### src/rtl/param_cache_pkg.sv
// Shared types and helpers for the parametrised set-associative cache.
package param_cache_pkg;

   typedef enum logic [2:0] {
      IDLE,
      COMPARE,
      WRITEBACK,
      REFILL,
      RESPOND
   } state_t;

   // Byte-offset width for a line of data_w bits (line = one word).
   function automatic int calc_off_w(input int data_w);
      return $clog2(data_w / 8);
   endfunction

   // Set-index width.
   function automatic int calc_idx_w(input int sets);
      return $clog2(sets);
   endfunction

   // Tag width = whatever is left above index and offset.
   function automatic int calc_tag_w(input int addr_w, input int data_w, input int sets);
      return addr_w - calc_off_w(data_w) - calc_idx_w(sets);
   endfunction

   // Way-index width; kept at least one bit so direct-mapped still has a legal vector.
   function automatic int calc_way_w(input int ways);
      return (ways > 1) ? $clog2(ways) : 1;
   endfunction

   // Merge one byte lane: take the new byte when its enable is set.
   function automatic logic [7:0] merge_byte(input logic [7:0] old_b,
                                             input logic [7:0] new_b,
                                             input logic       en);
      return en ? new_b : old_b;
   endfunction

endpackage

### src/rtl/cache_way_array.sv
// One way of the cache: per-set tag/valid/dirty/data with a single write
// port and combinational read addressed by the set index.
module cache_way_array
   import param_cache_pkg::*;
#(
   parameter int SETS   = 16,
   parameter int IDX_W  = 4,
   parameter int TAG_W  = 25,
   parameter int DATA_W = 64
) (
   input  logic              clk,
   input  logic              rst_ni,
   input  logic [IDX_W-1:0]  idx_i,
   input  logic              wr_en_i,
   input  logic [TAG_W-1:0]  wr_tag_i,
   input  logic [DATA_W-1:0] wr_data_i,
   input  logic              wr_dirty_i,
   output logic              valid_o,
   output logic              dirty_o,
   output logic [TAG_W-1:0]  tag_o,
   output logic [DATA_W-1:0] data_o
);

   logic [SETS-1:0]   valid_q;
   logic [SETS-1:0]   dirty_q;
   logic [TAG_W-1:0]  tag_mem  [SETS];
   logic [DATA_W-1:0] data_mem [SETS];

   // Valid/dirty flags need a clean reset; writing a line marks it valid.
   always_ff @(posedge clk) begin
      if (!rst_ni) begin
         valid_q <= '0;
         dirty_q <= '0;
      end else if (wr_en_i) begin
         valid_q[idx_i] <= 1'b1;
         dirty_q[idx_i] <= wr_dirty_i;
      end
   end

   // Tag and data storage carry no reset; they are qualified by valid.
   always_ff @(posedge clk) begin
      if (wr_en_i) begin
         tag_mem[idx_i]  <= wr_tag_i;
         data_mem[idx_i] <= wr_data_i;
      end
   end

   assign valid_o = valid_q[idx_i];
   assign dirty_o = dirty_q[idx_i];
   assign tag_o   = tag_mem[idx_i];
   assign data_o  = data_mem[idx_i];

endmodule

### src/rtl/param_cache.sv
// Set-associative, write-back, write-allocate cache with byte-enable writes
// and per-set round-robin replacement. One word per line.
module param_cache
   import param_cache_pkg::*;
#(
   parameter int ADDR_W = 32,
   parameter int DATA_W = 64,
   parameter int SETS   = 16,
   parameter int WAYS   = 2
) (
   input  logic                clk,
   input  logic                rst,
   input  logic                cpu_read,
   input  logic                cpu_write,
   input  logic [ADDR_W-1:0]   cpu_address,
   input  logic [DATA_W-1:0]   cpu_write_data,
   input  logic [DATA_W/8-1:0] cpu_byte_en,
   output logic                cpu_ready,
   output logic                cpu_done,
   output logic [DATA_W-1:0]   cpu_read_data,
   output logic                hit,
   output logic                miss,
   output logic                mem_req,
   output logic                mem_we,
   output logic [ADDR_W-1:0]   mem_address,
   output logic [DATA_W-1:0]   mem_write_data,
   input  logic                mem_ready,
   input  logic [DATA_W-1:0]   mem_read_data
);

   localparam int OFF_W = calc_off_w(DATA_W);
   localparam int IDX_W = calc_idx_w(SETS);
   localparam int TAG_W = calc_tag_w(ADDR_W, DATA_W, SETS);
   localparam int WAY_W = calc_way_w(WAYS);
   localparam int NB    = DATA_W / 8;
   localparam int WA_W  = ADDR_W - OFF_W;

   state_t            state_q, state_d;
   logic [WA_W-1:0]   waddr_q;
   logic [DATA_W-1:0] wdata_q;
   logic [NB-1:0]     be_q;
   logic              write_q;
   logic [DATA_W-1:0] resp_q;
   logic [WAY_W-1:0]  victim_q, victim_d;
   logic [WAY_W-1:0]  rr_q [SETS];

   logic [IDX_W-1:0]  idx;
   logic [TAG_W-1:0]  tag;
   logic [NB-1:0]     eff_be;

   logic [WAYS-1:0]   rd_valid;
   logic [WAYS-1:0]   rd_dirty;
   logic [TAG_W-1:0]  rd_tag  [WAYS];
   logic [DATA_W-1:0] rd_data [WAYS];

   logic [WAYS-1:0]   wr_en;
   logic [DATA_W-1:0] wr_data;
   logic              wr_dirty;

   logic              hit_any;
   logic [WAY_W-1:0]  hit_way;
   logic [WAY_W-1:0]  victim_sel;
   logic [DATA_W-1:0] hit_line;
   logic [DATA_W-1:0] merged_hit;
   logic [DATA_W-1:0] merged_fill;

   // The byte offset never reaches the storage; lines are whole words.
   logic unused_offset_bits;
   assign unused_offset_bits = ^cpu_address[OFF_W-1:0];

   assign idx      = waddr_q[IDX_W-1:0];
   assign tag      = waddr_q[WA_W-1:IDX_W];
   assign eff_be   = write_q ? be_q : '0;
   assign hit_line = rd_data[hit_way];

   for (genvar gi = 0; gi < WAYS; gi++) begin : g_way
      cache_way_array #(
         .SETS   (SETS),
         .IDX_W  (IDX_W),
         .TAG_W  (TAG_W),
         .DATA_W (DATA_W)
      ) u_way (
         .clk        (clk),
         .rst_ni     (rst),
         .idx_i      (idx),
         .wr_en_i    (wr_en[gi]),
         .wr_tag_i   (tag),
         .wr_data_i  (wr_data),
         .wr_dirty_i (wr_dirty),
         .valid_o    (rd_valid[gi]),
         .dirty_o    (rd_dirty[gi]),
         .tag_o      (rd_tag[gi]),
         .data_o     (rd_data[gi])
      );
   end

   for (genvar gi = 0; gi < NB; gi++) begin : g_merge
      assign merged_hit[gi*8 +: 8]  = merge_byte(hit_line[gi*8 +: 8], wdata_q[gi*8 +: 8], eff_be[gi]);
      assign merged_fill[gi*8 +: 8] = merge_byte(mem_read_data[gi*8 +: 8], wdata_q[gi*8 +: 8], eff_be[gi]);
   end

   // Tag match across ways, and victim choice: lowest invalid way, else the set pointer.
   always_comb begin
      hit_any    = 1'b0;
      hit_way    = '0;
      victim_sel = rr_q[idx];
      for (int w = WAYS - 1; w >= 0; w--) begin
         if (rd_valid[w] && (rd_tag[w] == tag)) begin
            hit_any = 1'b1;
            hit_way = WAY_W'(w);
         end
         if (!rd_valid[w]) begin
            victim_sel = WAY_W'(w);
         end
      end
   end

   // Next-state, CPU/memory outputs and way write strobes.
   always_comb begin
      state_d        = state_q;
      victim_d       = victim_q;
      cpu_ready      = 1'b0;
      cpu_done       = 1'b0;
      cpu_read_data  = '0;
      hit            = 1'b0;
      miss           = 1'b0;
      mem_req        = 1'b0;
      mem_we         = 1'b0;
      mem_address    = '0;
      mem_write_data = '0;
      wr_en          = '0;
      wr_data        = merged_fill;
      wr_dirty       = 1'b0;
      case (state_q)
         IDLE: begin
            cpu_ready = 1'b1;
            if (cpu_read || cpu_write) begin
               state_d = COMPARE;
            end
         end
         COMPARE: begin
            if (hit_any) begin
               hit           = 1'b1;
               cpu_done      = 1'b1;
               cpu_read_data = merged_hit;
               if (write_q) begin
                  wr_en[hit_way] = 1'b1;
                  wr_data        = merged_hit;
                  wr_dirty       = rd_dirty[hit_way] | (|be_q);
               end
               state_d = IDLE;
            end else begin
               miss     = 1'b1;
               victim_d = victim_sel;
               state_d  = (rd_valid[victim_sel] && rd_dirty[victim_sel]) ? WRITEBACK : REFILL;
            end
         end
         WRITEBACK: begin
            mem_req        = 1'b1;
            mem_we         = 1'b1;
            mem_address    = {rd_tag[victim_q], idx, {OFF_W{1'b0}}};
            mem_write_data = rd_data[victim_q];
            if (mem_ready) begin
               state_d = REFILL;
            end
         end
         REFILL: begin
            mem_req     = 1'b1;
            mem_address = {waddr_q, {OFF_W{1'b0}}};
            if (mem_ready) begin
               wr_en[victim_q] = 1'b1;
               wr_data         = merged_fill;
               wr_dirty        = write_q & (|be_q);
               state_d         = RESPOND;
            end
         end
         RESPOND: begin
            cpu_done      = 1'b1;
            cpu_read_data = resp_q;
            state_d       = IDLE;
         end
         default: state_d = IDLE;
      endcase
   end

   // State, victim and replacement pointers; pointer advances only when a valid line is evicted.
   always_ff @(posedge clk) begin
      if (!rst) begin
         state_q  <= IDLE;
         victim_q <= '0;
         for (int s = 0; s < SETS; s++) begin
            rr_q[s] <= '0;
         end
      end else begin
         state_q  <= state_d;
         victim_q <= victim_d;
         if ((state_q == REFILL) && mem_ready && rd_valid[victim_q]) begin
            rr_q[idx] <= (rr_q[idx] == WAY_W'(WAYS - 1)) ? '0 : rr_q[idx] + 1'b1;
         end
      end
   end

   // Request capture in IDLE and the installed line held for RESPOND.
   always_ff @(posedge clk) begin
      if ((state_q == IDLE) && (cpu_read || cpu_write)) begin
         waddr_q <= cpu_address[ADDR_W-1:OFF_W];
         wdata_q <= cpu_write_data;
         be_q    <= cpu_byte_en;
         write_q <= cpu_write;
      end
      if ((state_q == REFILL) && mem_ready) begin
         resp_q <= merged_fill;
      end
   end

endmodule

### config.mk
export PLATFORM = sky130hd
export DESIGN_NAME = param_cache
export DESIGN_NICKNAME = d
export VERILOG_FILES = /design/src/rtl/param_cache_pkg.sv /design/src/rtl/cache_way_array.sv /design/src/rtl/param_cache.sv
export SDC_FILE = /design/constraint.sdc
export NUM_CORES = 2
export LEC_CHECK = 0
export ABC_AREA = 0
export BUFFER_PORTS_ARGS = -buffer_cell sky130_fd_sc_hd__buf_2
export CAP_MARGIN = 15
export CORE_MARGIN = 2
export CORE_UTILIZATION = 25
export CTS_CLUSTER_DIAMETER = 50
export DETAILED_ROUTE_END_ITERATION = 8
export GPL_TIMING_DRIVEN = 0
export PLACE_DENSITY_LB_ADDON = 0.3
export SLEW_MARGIN = 20
export SYNTH_ARGS = -nofsm -noshare
export SYNTH_HDL_FRONTEND = slang
export SYNTH_SLANG_ARGS = --single-unit
export TNS_END_PERCENT = 5
### constraint.sdc
create_clock -name clk -period 15.9 [get_ports clk]
set_input_delay 0.795 -clock clk [delete_from_list [all_inputs] [get_ports clk]]
set_output_delay 0.795 -clock clk [all_outputs]
set_load 0.05 [all_outputs]
======== Yosys cells after proc, flatten, opt, wreduce, memory -nomap -nowiden ========
Memory sizes are Yosys's and may differ from the RTL's. A register that Yosys moved wholly into a read port is not among the register bits.
Index checks and enable logic that the tools add are counted.
cells by class
  add/subtract/negate cells ............... 1
  $lt $le $gt $ge ......................... 9
  equality and inequality tests ........... 9
  muxes and demuxes ....................... 101
  bitwise logic cells ..................... 7
  reductions and logical operators ........ 16
operator list
  operator                                                                count
  64-bit 2-to-1 mux                                                       11
  8-bit 2-to-1 mux                                                        17
  64-bit one-hot mux with 2 select lines                                  1
  25-bit 2-to-1 mux                                                       3
  32-bit one-hot mux with 2 select lines                                  1
  25-bit == test                                                          2
  1-bit 2-to-1 mux                                                        42
  16-bit bitwise mux                                                      2
  16-bit OR                                                               2
  4-bit 2-to-1 mux                                                        6
  1-bit binary-select mux with 4-bit select                               4
  3-bit one-hot mux with 4 select lines                                   1
  1-bit logical AND                                                       9
  3-bit 2-to-1 mux                                                        3
  2-bit 2-to-1 mux                                                        4
  8-bit OR reduction                                                      1
  3-bit by 2-bit == test with 1-bit output (second input constant)        2
  1-bit by 2-bit < comparator with 1-bit output (second input constant)   3
  4-bit by 5-bit < comparator with 1-bit output (second input constant)   1
  1-bit demux with 4-bit select                                           1
  2-bit >= comparator (second input constant)                             2
  4-bit by 1-bit >= comparator with 1-bit output (second input constant)  1
  2-bit inequality test (second input constant)                           2
  1-bit NOT with 2-bit output                                             2
  17 further kinds                                                        20
word-level totals
  register bits ........................... 234
  RAM bits ................................ 2864
  input port bits ......................... 173
  output and inout port bits .............. 166
  logic and storage cells ................. 159
  memories kept ........................... 5
memory list
  memory                   depth  bits a word  rd ports  clocked after Yosys merged registers in  write ports  RTL line               text
  g_way[0].u_way.data_mem  16     64           1         1                                        1            cache_way_array.sv:27  logic [DATA_W-1:0] data_mem [SETS];
  g_way[1].u_way.data_mem  16     64           1         1                                        1            cache_way_array.sv:27
  g_way[0].u_way.tag_mem   16     25           1         1                                        1            cache_way_array.sv:26  logic [TAG_W-1:0] tag_mem [SETS];
  g_way[1].u_way.tag_mem   16     25           1         1                                        1            cache_way_array.sv:26
  rr_q                     16     1            1         1                                        16           param_cache.sv:45      logic [WAY_W-1:0] rr_q [SETS];

======== Depth between registers and ports, before layout ========
  depth in word-level cells ............... 14
  mapped depth ............................ 18

======== Hierarchy ========
Synthesis repeated with hierarchy kept, for this count alone.
unflattened totals
  cells, all modules ...................... 6000
  area, all modules ....................... 121494.0 µm²
modules (own cells, without submodules)
  module                            times used  cells each  area an instance (µm²)
  cache_way_array (g_way[1].u_way)  1           2336        54647.4
  cache_way_array (g_way[0].u_way)  1           2336        54591.1
  param_cache                       1           1328        12255.5

======== Worst setup path after synthesis ========
No wires, ideal clock.
  path type ............................... input port to flip-flop
  from .................................... input mem_ready
  to ...................................... register g_way[0].u_way.dirty_q[3]
  setup time .............................. 0.474 ns
  arrival ................................. 13.637 ns
  required time ........................... 15.426 ns
  slack ................................... 1.790 ns
  stages .................................. 5
  buffers on the path ..................... 0
  cells stage by stage .................... nand2_1 nor2_1 a22oi_1 nor4_1 mux2i_1
between the ends
  longest elaborated chain between the ends .. 3
RTL lines
  item                                   RTL line               text
  start: declaration                     param_cache.sv:27      input logic mem_ready,
  1-bit 2-to-1 mux                       param_cache.sv:170     if (mem_ready) begin
  1-bit one-hot mux with 2 select lines  param_cache.sv:134     case (state_q)
  16-bit bitwise mux                     cache_way_array.sv:36  dirty_q[idx_i] <= wr_dirty_i;
  end signal: indexed assignment         cache_way_array.sv:36
  end: declaration                       cache_way_array.sv:25  logic [SETS-1:0] dirty_q;
Several ways; a longest one is shown, not always the timed one.
A chain may end at the register's enable or synchronous reset.

==> results.yml <==
final_layout:
  multi_input_area_um2: 30900
  fill_cells: 47497
  syn_to_final_growth_pct: 26.1
  layout_commonest_cell: "edfxtp_1"
  stdcell_count: 14402
  drive_above_1_share: 0.325
  final_cell_mix: "3014 x edfxtp_1, 820 x mux4_2, 449 x buf_2"
  layout.nets: 7569
  regArea_um2: 92300
  postLayoutCellArea_um2: 157000
die:
  start_util: 0.251
  std_cell_rows: 258
  fp.coreArea_um2: 495000
  ios: 339
  die_x_um: 709
  dieArea_um2: 503000
  die_h_um: 709
logic_synthesis:
  syn_area_per_cell_um2: 20.0
  synth_warnings: 0
  synth_edf_count: 3014
  ys_ff_latch: 3102
  synth_cell_type_count: 80
  async_reset_ff_frac: 0
  netlist_area_um2: 124000
  ys.flop_type: "edfxtp_1"
  synth-seq-area-share: 0.742
  synthCells: 6220
pwr:
  switchingPower_w: 0.00608
  ir_drop_mv: 0.0928
  total_power_w: 0.0219
  pwr-share-comb: 0.176
  pwr-share-seq: 0.427
  power_density_nw_per_um2: 140
  p_sw_frac: 0.278
  leakagePower_nw: 50.7
  clkPwrFrac: 0.396
  power.internal_w: 0.0158
timing:
  hold_viol: 0
  period_share: 0.629
  fin_crit_ps: 10010
  setup-tns-final_ps: 0
  final.setup_skew_ps: 128
  setup_viol: 0
  tightest_slew_ps: 1330
  relSlewSlack: 0.108
  rsz0062_at_grt: "no"
  maxSlewViolCount: 0
  clock.fmax_mhz: 99.9
setup_path:
  required_ps: 15110
  crit_type: "reg2out"
  cp-end-kind: "output port"
  rr_endpoint: "g_way[1].u_way.data_mem[3][53]$_DFFE_PP_"
  endpoint: "cpu_read_data[26]"
  crit_arrival_ps: 9210
  reg2reg_depth: 19
  start_kind: "register"
  cp_max_fo: 10
  rrSetupSlack_ps: 7910
route:
  detail_route.iter0.violations: 9521
  drc: 0
  firstDrtPassIters: 7
  vias_per_cell: 4.96
  wl_per_cell_um: 32.1
  wl_um: 463000
  drtAntennaViolNets: 0
  dr_total_vias: 71381
clock_network:
  cts-root-buf: "clkbuf_16"
  cts_resized: 0
  h-tree-depth: 5
  clock-sinks: 3102
  worstSkewPairLatency_ps: 980
  cts_made_buffers: 369
  clkTransAtPathRegs_ps: 60
  clk_path_buf_depth: 4
  cts_tree: "built"
placement:
  dp.cells: 13575
  port_buffers: 332
  hpwl_um: 340000
  placedInstanceArea_um2: 143000
  place.gp.congestion: 0.915
grt:
  met1_usage: 0.229
  grt_util_met3: 0.0460
  grt_max_degree: 39
  met2_usage: 0.290
  grt_pass1_vias: 70672
  overflow: 0
  grt.busiest_layer: "met2"
  grt_pass1_wl_um: 615000
  gr-usage-all-layers: 0.179
  antenna_found_initial: 67
run:
  drv_cap: 0
min_path:
  min_path_type: "in2reg"
status:
  status: "completed"
==> area by class of cell <==
type / instances / share of cell area
flip-flops and latches: 3102 / 0.589
multi-input cells: 2723 / 0.197
repair buffers: 803 / 0.0679
clock buffers: 425 / 0.0611
well taps: 6630 / 0.0529
clock inverters: 247 / 0.0184
plain buffers: 376 / 0.0116
diodes: 75 / 0.00120
inverters: 21 / 0.000503
==> stage by stage <==
step                      worst slack (ps)  utilization  hold WS [ps]
after floorplan                       1790            -           432
after global placement              -19180        0.271           439
after detailed placement              7200        0.289           450
after CTS                             6120        0.316         0.531
after global routing                  6110        0.316          35.5
final                                 5890        0.317          48.3
==> synth_stat cells, drive strengths merged, types with 26 or more instances <==
cell type | number | area (um2)
nand2 | 433 | 1630
o21ai | 211 | 1060
nor3 | 41 | 205
o21a | 33 | 248
clkbuf | 190 | 713
and2 | 26 | 163
a21oi | 137 | 734
xnor2 | 43 | 377
edfxtp | 3014 | 90500
mux4 | 820 | 18500
mux2i | 296 | 2960
buf | 186 | 987
nor2 | 265 | 995
nor2b | 27 | 169
mux2 | 77 | 867
dfxtp | 88 | 1760
==> sequential cells by signal (all words and copies together) (netlist names), named ones only <==
| signal | count |
|---|---|
| victim_q | 1 |
| g_way.u_way.valid_q | 32 |
| waddr_q | 29 |
| rr_q | 16 |
| resp_q | 64 |
| write_q | 1 |
| wdata_q | 64 |
| g_way.u_way.tag_mem | 800 |
| state_q | 3 |
| be_q | 8 |
| g_way.u_way.dirty_q | 32 |
| g_way.u_way.data_mem | 2048 |
==> routing by layer <==
metal | vias to the layer above | wire length (um)
met1 | 38407 | 178000
li1 | 28109 | -
met3 | 866 | 46800
met5 | - | 147
met4 | 26 | 20100
met2 | 3973 | 217000
==> cell families after synthesis <==
kind of cell,share of synthesized area
flip-flops,0.742
multiplexers,0.179
AND/OR/NAND/NOR,0.0315
AO/OA/AOI/OAI,0.0275
buffers and inverters,0.0143
XOR/XNOR,0.00472
other,0.0000302
==> timing repair <==
action	4_1_cts	5_1_grt
buffers inserted	0	0
hold buffers	64	0
endpoints found under the hold margin	64	0
==> critical path: stages (launching register included) <==
cell	delay, ps
dfxtp_1	320
buf_2	330
buf_2	470
buf_2	420
buf_1	840
mux4_2	420
mux2i_1	390
xnor2_1	110
nor4_1	760
or2_2	260
and4b_1	380
buf_2	400
nand3_1	210
nand2_1	200
nand2_1	460
buf_2	530
clkinv_1	480
a32o_1	790
buf_2	400
==> power by group through the flow <==
stage / clock network [W] / logic (W) / registers, W
6_report: 0.00868 / 0.00386 / 0.00935
5_1_grt: 0.00910 / 0.00401 / 0.00935
4_1_cts: 0.00879 / 0.00381 / 0.00938
3_5_place_dp: 0 / 0.00378 / 0.00955
3_3_place_gp: 0 / 0.00357 / 0.00961
2_1_floorplan: 0 / 0.00215 / 0.00951
==> how the worst min path moves through the flow <==
stage	startpoint	cells past startpoint	slack, ps	to
6_report	cpu_write_data[29]	1	50	wdata_q[29]$_DFFE_PP_
4_1_cts	cpu_write_data[29]	1	0.5	wdata_q[29]$_DFFE_PP_
2_1_floorplan	g_way[0].u_way.dirty_q[10]$_SDFFE_PN0P_	2	430	g_way[0].u_way.dirty_q[10]$_SDFFE_PN0P_
3_5_place_dp	rr_q[13]$_DFF_P_	2	450	rr_q[13]$_DFF_P_
3_3_place_gp	g_way[1].u_way.dirty_q[0]$_SDFFE_PN0P_	2	440	g_way[1].u_way.dirty_q[0]$_SDFFE_PN0P_
5_1_grt	cpu_address[26]	1	40	waddr_q[23]$_DFFE_PP_
No activity file was read; power rests on OpenSTA's default activity.
